--- src/rtl/cpu_types_pkg.sv ---
// cpu_types_pkg: shared word, RAM state and arbiter ownership types
package cpu_types_pkg;
  typedef logic [31:0] word_t;
  typedef enum logic [1:0] {FREE, BUSY, ACCESS, ERROR} ramstate_t;
  typedef enum logic [1:0] {OWN_NONE, OWN_D, OWN_I} arb_owner_t;
endpackage

--- src/rtl/mem_arb_fair.sv ---
// mem_arb_fair: dcache completion streak and icache favour flag
module mem_arb_fair #(
  parameter int DLIMIT = 4
) (
  input  logic CLK,
  input  logic RST,
  input  logic dcomp,
  input  logic icomp,
  input  logic rel,
  input  logic iREN,
  output logic ifavor
);
  localparam int SW = $clog2(DLIMIT + 2) + 1;
  logic [SW-1:0] streak_q, streak_d, raw, sinc;
  logic ifavor_q, ifavor_d;
  // streak folds back by two past DLIMIT+1 so its threshold and parity stay exact
  always_comb begin
    raw = streak_q + SW'(1);
    sinc = (raw > SW'(DLIMIT + 1)) ? raw - SW'(2) : raw;
    streak_d = dcomp ? sinc : (icomp || rel) ? '0 : streak_q;
    ifavor_d = icomp ? 1'b0 : (dcomp && sinc >= SW'(DLIMIT) && iREN && !sinc[0]) ? 1'b1 : ifavor_q;
  end
  // fairness state registers
  always_ff @(posedge CLK or posedge RST) begin
    if (RST) begin
      streak_q <= '0;
      ifavor_q <= 1'b0;
    end else begin
      streak_q <= streak_d;
      ifavor_q <= ifavor_d;
    end
  end
  assign ifavor = ifavor_q;
endmodule

--- src/rtl/mem_arbiter.sv ---
// mem_arbiter: zero-latency dcache/icache arbitration onto one RAM port
module mem_arbiter
  import cpu_types_pkg::*;
#(
  parameter int DLIMIT = 4,
  parameter int CNT_W = 32
) (
  input  logic             CLK,
  input  logic             RST,
  input  logic             dREN,
  input  logic             dWEN,
  input  word_t            daddr,
  input  word_t            dstore,
  output logic             dwait,
  output word_t            dload,
  input  logic             iREN,
  input  word_t            iaddr,
  output logic             iwait,
  output word_t            iload,
  output logic             ramREN,
  output logic             ramWEN,
  output word_t            ramaddr,
  output word_t            ramstore,
  input  word_t            ramload,
  input  ramstate_t        ramstate,
  output logic             ram_err,
  output logic [CNT_W-1:0] dxfer_cnt,
  output logic [CNT_W-1:0] ixfer_cnt
);
  arb_owner_t owner_q, owner_d, grant;
  logic dreq, acc, dcomp, icomp, rel, ifavor, ram_err_q, ram_err_d;
  logic [CNT_W-1:0] dcnt_q, dcnt_d, icnt_q, icnt_d;
  assign dreq = dREN | dWEN;
  // grant: forced icache turn, then sticky owner, then dcache-first default; nothing in reset
  always_comb begin
    grant = OWN_NONE;
    if (!RST)
      grant = (ifavor && iREN) ? OWN_I :
              (owner_q == OWN_D && dreq) ? OWN_D :
              (owner_q == OWN_I && iREN && !dreq) ? OWN_I :
              dreq ? OWN_D : iREN ? OWN_I : OWN_NONE;
  end
  // RAM drive, completion detection and per-side responses
  always_comb begin
    ramWEN = (grant == OWN_D) && dWEN;
    ramREN = (grant == OWN_D) ? (dREN && !dWEN) : (grant == OWN_I);
    ramaddr = (grant == OWN_D) ? daddr : (grant == OWN_I) ? iaddr : '0;
    ramstore = (grant == OWN_D) ? dstore : '0;
    acc = (ramstate == ACCESS) && (ramREN || ramWEN);
    dcomp = acc && (grant == OWN_D);
    icomp = acc && (grant == OWN_I);
    dwait = !dcomp;
    iwait = !icomp;
    dload = (dcomp && ramREN) ? ramload : '0;
    iload = icomp ? ramload : '0;
  end
  // next owner, sticky error and transfer counters
  always_comb begin
    rel = (owner_q == OWN_D && !dreq) || (owner_q == OWN_I && !iREN);
    owner_d = dcomp ? OWN_D : icomp ? OWN_I : rel ? OWN_NONE : owner_q;
    ram_err_d = ram_err_q || (ramstate == ERROR);
    dcnt_d = dcomp ? dcnt_q + CNT_W'(1) : dcnt_q;
    icnt_d = icomp ? icnt_q + CNT_W'(1) : icnt_q;
  end
  // arbiter state registers
  always_ff @(posedge CLK or posedge RST) begin
    if (RST) begin
      owner_q <= OWN_NONE;
      ram_err_q <= 1'b0;
      dcnt_q <= '0;
      icnt_q <= '0;
    end else begin
      owner_q <= owner_d;
      ram_err_q <= ram_err_d;
      dcnt_q <= dcnt_d;
      icnt_q <= icnt_d;
    end
  end
  mem_arb_fair #(.DLIMIT(DLIMIT)) u_fair (
    .CLK(CLK),
    .RST(RST),
    .dcomp(dcomp),
    .icomp(icomp),
    .rel(rel),
    .iREN(iREN),
    .ifavor(ifavor)
  );
  assign ram_err = ram_err_q;
  assign dxfer_cnt = dcnt_q;
  assign ixfer_cnt = icnt_q;
endmodule

--- config.mk ---
export PLATFORM = sky130hd
export DESIGN_NAME = mem_arbiter
export DESIGN_NICKNAME = d
export VERILOG_FILES = /design/src/rtl/cpu_types_pkg.sv /design/src/rtl/mem_arb_fair.sv /design/src/rtl/mem_arbiter.sv
export SDC_FILE = /design/constraint.sdc
export NUM_CORES = 1
export LEC_CHECK = 0
export CORE_AREA = 2 2 128 130
export CTS_BUF_LIST = sky130_fd_sc_hd__clkbuf_4 sky130_fd_sc_hd__clkbuf_8
export CTS_CLUSTER_SIZE = 40
export DETAILED_ROUTE_END_ITERATION = 8
export DIE_AREA = 0 0 130 132
export MAX_ROUTING_LAYER = met4
export PLACE_DENSITY = 0.69
export RECOVER_POWER = 25
export SETUP_SLACK_MARGIN = 0.5
export SLEW_MARGIN = 20
export SYNTH_ARGS = -nofsm -noshare
export SYNTH_HDL_FRONTEND = slang
export SYNTH_SLANG_ARGS = --single-unit
--- constraint.sdc ---
create_clock -name CLK -period 5.1 [get_ports CLK]
set_input_delay 1.275 -clock CLK [delete_from_list [all_inputs] [get_ports CLK]]
set_output_delay 1.275 -clock CLK [all_outputs]
set_load 0.005 [all_outputs]
Word-level counts from Yosys, hierarchy flattened. Index checks and enable logic that the tools add are counted.

Bits in read-only memories: 0. Bits in writable memories: 0. Logic and storage cells: 67. Register bits after elaboration: 72. Input port bits: 135. Output and inout port bits: 197. Memories kept: 0. Latch bits: 0.

$mul: 0. Bitwise logic cells: 1. Mux-type cells: 20. Add/subtract/negate cells: 4. Reduce and logical (&&, ||, !) cells: 28. Shift-type cells: 0. Equal/unequal tests: 6. Order comparisons: 2. Divide/modulo/power cells: 0.

Operators by type and width (number): 2-to-1 mux 32 bit (5); adder 32 x 1 -> 32 bit (second input constant) (2); 2-to-1 mux 2 bit (9); logical AND 1 bit (15); 2-to-1 mux 4 bit (3); == test 2 bit (second input constant) (4); logical NOT 1 bit (6); adder 4 x 1 -> 4 bit (second input constant) (1); == test 2 x 1 -> 1 bit (second input constant) (2); greater-or-equal comparator 4 x 3 -> 1 bit (second input constant) (1); greater-than comparator 4 x 3 -> 1 bit (second input constant) (1); logical OR 1 bit (4); nonzero test 2 bit (2); subtractor 4 x 2 -> 4 bit (second input constant) (1); 2-to-1 mux 1 bit (3); nonzero test 3 bit (1); OR 1 bit (1).

Depth between registers and ports, before layout.
Depth in word-level cells: 17. Mapped depth: 8. Mapped depth without buffers: 8.

Hierarchy. From an unflattened synthesis, not the netlist that was laid out.

Cells, all modules: 477. Area, all modules: 4553.1 um^2.

By module, submodules not included: mem_arbiter (area each 4098.9 um^2, sequential area each 1676.6 um^2, times used 1, cells each 422); mem_arb_fair (area each 454.2 um^2, sequential area each 125.1 um^2, times used 1, cells each 55).

Least setup slack after synthesis. Ideal clock, no wire load.

Path type: input port to output port. Start: input port RST. End: output port ramaddr[10]. Buffers on the path: 2. Arrival: 3.847 ns. Stages: 5. Slack: -0.022 ns. Required time: 3.825 ns. Cell sequence: inv_1 > o211a_1 > buf_2 > clkbuf_1 > a22o_1.

Longest elaborated chain between the ends: 4. Elaborated cells on any way between the ends: 5. Classes of those cells: 2 x eq/ne; 3 x mux.

Ends and longest elaborated chain: from (decl) (line mem_arbiter.sv:9) `input logic RST,`; 2-to-1 mux 2 bit * (line mem_arbiter.sv:37) `if (!RST)`; == test 2 bit (line mem_arbiter.sv:47) `ramaddr = (grant == OWN_D) ? daddr : (grant == OWN_I) ? iaddr : '0;`; 2-to-1 mux 32 bit (line mem_arbiter.sv:47); 2-to-1 mux 32 bit * (line mem_arbiter.sv:47); to (decl) (line mem_arbiter.sv:22) `output word_t ramaddr,`.

Mark *: on every way between the ends. The rest lies on a longest branch, timed or not.

Worst setup path in the final report.
Start: input port RST. End: output port iwait.

Longest elaborated chain between the ends: 7. Elaborated cells on any way between the ends: 9. Classes of those cells: 2 x eq/ne; 2 x mux; 5 x reduce/logical.

Ends and longest elaborated chain: 2-to-1 mux 2 bit * (line mem_arbiter.sv:37); == test 2 bit / == test 2 x 1 -> 1 bit (equally long branches) (line mem_arbiter.sv:46, mem_arbiter.sv:51, mem_arbiter.sv:45); 2-to-1 mux 1 bit / logical AND 1 bit (equally long branches) (line mem_arbiter.sv:46, mem_arbiter.sv:45); logical OR 1 bit (line mem_arbiter.sv:49) `acc = (ramstate == ACCESS) && (ramREN || ramWEN);`; logical AND 1 bit (line mem_arbiter.sv:49); logical AND 1 bit * (line mem_arbiter.sv:51) `icomp = acc && (grant == OWN_I);`; logical NOT 1 bit * (line mem_arbiter.sv:53) `iwait = !icomp;`; to (decl) (line mem_arbiter.sv:18) `output logic iwait,`.

Marks and branches as above.

==> results list <==
- I/O pin count: 332
- Synthesized flop and latch total: 72
- The wire-length estimate of the detail-placed layout is 16630 um.
- The most used flip-flop cell after synthesis is sky130_fd_sc_hd__dfrtp_1.
- Critical-path maximum fanout: 5
* Arr. time, crit path: 3.46 ns
- After global routing the overflow that remains totals 0.
- Fraction of registers with async set or reset after synthesis: 100.0%
- Tightest Pin Transition: 1.823 ns
- Number of vias in the routed layout: 5008
- Power spread over the standard cell area amounts to 203.5 nW/um2.
* Max incr delay on CP: 0.57 ns
- Violated checks: max-capacitance violations, max-slew violations
- In this run the cell area of the synthesized design comes to 4424 um2.
- Top-area cell type share of the netlist area: 40.72%
- The via count of the first global-routing pass came to 5257.
- Setup violations remaining at the end of the flow were counted as 0.
- Max-slew violations: 73
- In this run the standard cell core region covers 15710 um2.
* TritonCTS buffer count: 9
- The die covers 17160 um2.
- In the final timing run, aggregate negative setup slack is 0 ns.
- TritonCTS built the clock tree.
- The finished cells cover 8282 um2.
- Nets: 943
* LEAKAGE: 0.003733 uW
* Routability congestion estimate: 1.033
- Leaving out fill and tap cells, the most frequent cell in the layout is sky130_fd_sc_hd__clkdlybuf4s50_1.
* Result of the run: finished, violations left
- Setup repair after global routing could not meet its margin everywhere.
- The initial antenna violation count came to 4.
* Average cell area after synthesis: 9.334 um2
* Count of port buffers added during placement: 331
- Largest area contributor in the synthesized netlist: sky130_fd_sc_hd__dfrtp_1
* Fin crit share: 92.91%
- The number of hold violations in the final report came to 0.
- The H-tree was split into 3 levels.
* Effective utilization at floorplan: 28.16%
* CTS root buffer: sky130_fd_sc_hd__clkbuf_8
- Derived from the worst setup path, the maximum achievable clock frequency is 0.2110 GHz.
* Most frequent cells in the layout: 316 x sky130_fd_sc_hd__clkdlybuf4s50_1, 111 x sky130_fd_sc_hd__and3_1, 72 x sky130_fd_sc_hd__dfrtp_1
- Post-placement cell area: 7983 um2
- Most area-consuming cells after synthesis: sky130_fd_sc_hd__dfrtp_1 41%, sky130_fd_sc_hd__and3_1 16%, sky130_fd_sc_hd__xnor2_1 10%
* Critical Setup Path Class: primary input to primary output
- Area Overhead vs Synth: 87.19%
- Req. time, crit path: 3.83 ns
- Counting distinct cell types in the post-synthesis netlist gives 46.
* First-pass iteration count of the detailed router: 4
- Endpoint type of the worst setup path: primary output
- In this run the remaining antenna-violating nets after routing total 0.
- The worst hold path belongs to the class register to register.
- Average via count per standard cell: 4.872
- The worst setup path is launched from a primary input.
- Clock slew seen by the registers of the worst setup and hold paths: 0.09 ns
* Average detailed-routed wire length per instance: 20.02 um
- Ys Warns: 0
- Relative max-transition margin: -21.51%
- For the final database, setup skew stands at 0.009904 ns.
- Across the VDD grid, the largest voltage drop is 0.0001049 V.
- Clock sink count: 72
- Largest net degree at the start of global routing: 73
* Maximum clock insertion buffer count: 2
- Share of final-layout standard cells stronger than drive strength 1: 6.436%
- Counting every net in the synthesized netlist gives 614.
- Wire length reported by the detailed router: 20580 um
- Sequential cells were found to cover 40.72% of the synthesized design area.
* First-pass GRT wire length: 30490 um
* Max Cap Violations: 1
- The signal on the critical path passes through dlygate4sd3_1 -> clkbuf_1 -> clkinvlp_4 -> o211a_2 -> and2_1 -> inv_1 -> clkdlybuf4s50_1.
- The die is 130 um wide.
- Violation count after the first detailed-routing iteration: 268
* Minimum clock period: 4.738 ns
- Yosys mapped a number of flops with a built-in enable equal to 0.
* Die boundary height: 132 um
- The largest individual stage delay along the critical path comes from the cell sky130_fd_sc_hd__dlygate4sd3_1.
- Cells after Synth: 474
* Post-detailed-route DRC marker count: 0
- R2R setup slack: 2.90 ns
* Clk_lat worst skew: 0.35 ns
* GRT Overall Usage: 24.04%
- Total number of placement rows: 46
[flip-flops by register name, indices dropped and copies added (netlist names)]
name,cells
u_fair.ifavor,1
owner_q,2
dxfer_cnt,32
ixfer_cnt,32
u_fair.streak_q,4
ram_err,1
[synthesized netlist by cell type, drive strengths merged (2+ instances only)]
cell type and count:
a21oi 4, a22o 33, a21o 2, ha 5, nor4 4, and2 5, and3 111, nand4 16
buf 5, xor2 12, clkbuf 24, o21ai 2, nor2b 2, dfrtp 72, inv 13, nor3 7
nand3 24, nor2 18, xnor2 53, nand2 42, and4 5, or2 3
[what timing repair did]
action,CTS,global route
hold buffers,0,0
cloned,1,0
endpoints found under the setup margin,66,69
buffers inserted,2,2
pin swaps,2,1
resized for setup,7,2
hold endpoints to repair,0,0
[final timing paths]
kind,start,end,depth (start not counted)
setup / recovery,RST,iwait,7
hold / removal,ram_err,ram_err,1
setup reg to reg,u_fair.ifavor,dxfer_cnt[16],5
hold reg to reg,ram_err,ram_err,1
max in group asynchronous,RST,dxfer_cnt[2],4
min in group asynchronous,RST,u_fair.ifavor,4
[metrics by stage]
step | hold WS [ns] | cells | util [%] | setup slack [ns] | total power [uW]
after global placement | 0.4407 | 1003 | 50.80 | 0.1807 | 1139
final | 0.4566 | 1028 | 52.71 | 0.3615 | 1685
after detailed placement | 0.4481 | 1003 | 50.80 | 0.05146 | 1166
after CTS | 0.4673 | 1022 | 52.55 | 0.5212 | 1699
after global routing | 0.4883 | 1028 | 52.71 | 0.2572 | 1766
after floorplan | 0.4510 | 474 | - | 0.5278 | 845.9
[layer usage]
metal	vias up	global-route usage, %	wire length, um
li1	2358	-	-
met1	2384	25.97	7764
met2	222	40.31	10400
met3	44	6.696	1537
met4	0	11.59	886
met5	-	-	0
[cell type report]
| type | count | area (um2) |
|---|---|---|
| diodes | 4 | 10.01 |
| clock buffers | 10 | 137.6 |
| clock inverters | 6 | 90.09 |
| fillers | 1403 | 7431 |
| inverters | 13 | 52.55 |
| multi-input cells | 361 | 2484 |
| flip-flops and latches | 72 | 1802 |
| well taps | 216 | 270.3 |
| repair buffers | 346 | 3436 |
[cell families after synthesis]
| group | after synthesis | synth area share, % |
|---|---|---|
| xor gates and xnor gates | 65 | 13.04 |
| DFF | 72 | 40.72 |
| and+or+nand+nor | 239 | 31.31 |
| buffers and inverters | 42 | 3.903 |
| muxes | 1 | 0.2263 |
| adders and majority gates | 5 | 1.414 |
| AOI/OAI and AO/OA | 50 | 9.390 |
[worst max-delay path: cells and delay by family]
kind | cells | cell delay [ns]
buffers and inverters | 5 | 1.77
AOI/OAI and AO/OA | 1 | 0.18
and+or+nand+nor | 1 | 0.23
[report_power, final]
group	switching (uW)	total (uW)	internal, uW
clock	234	525	292
sequential	48.5	652	604
combinational	211	507	296
(Power assumes the default switching activity.)
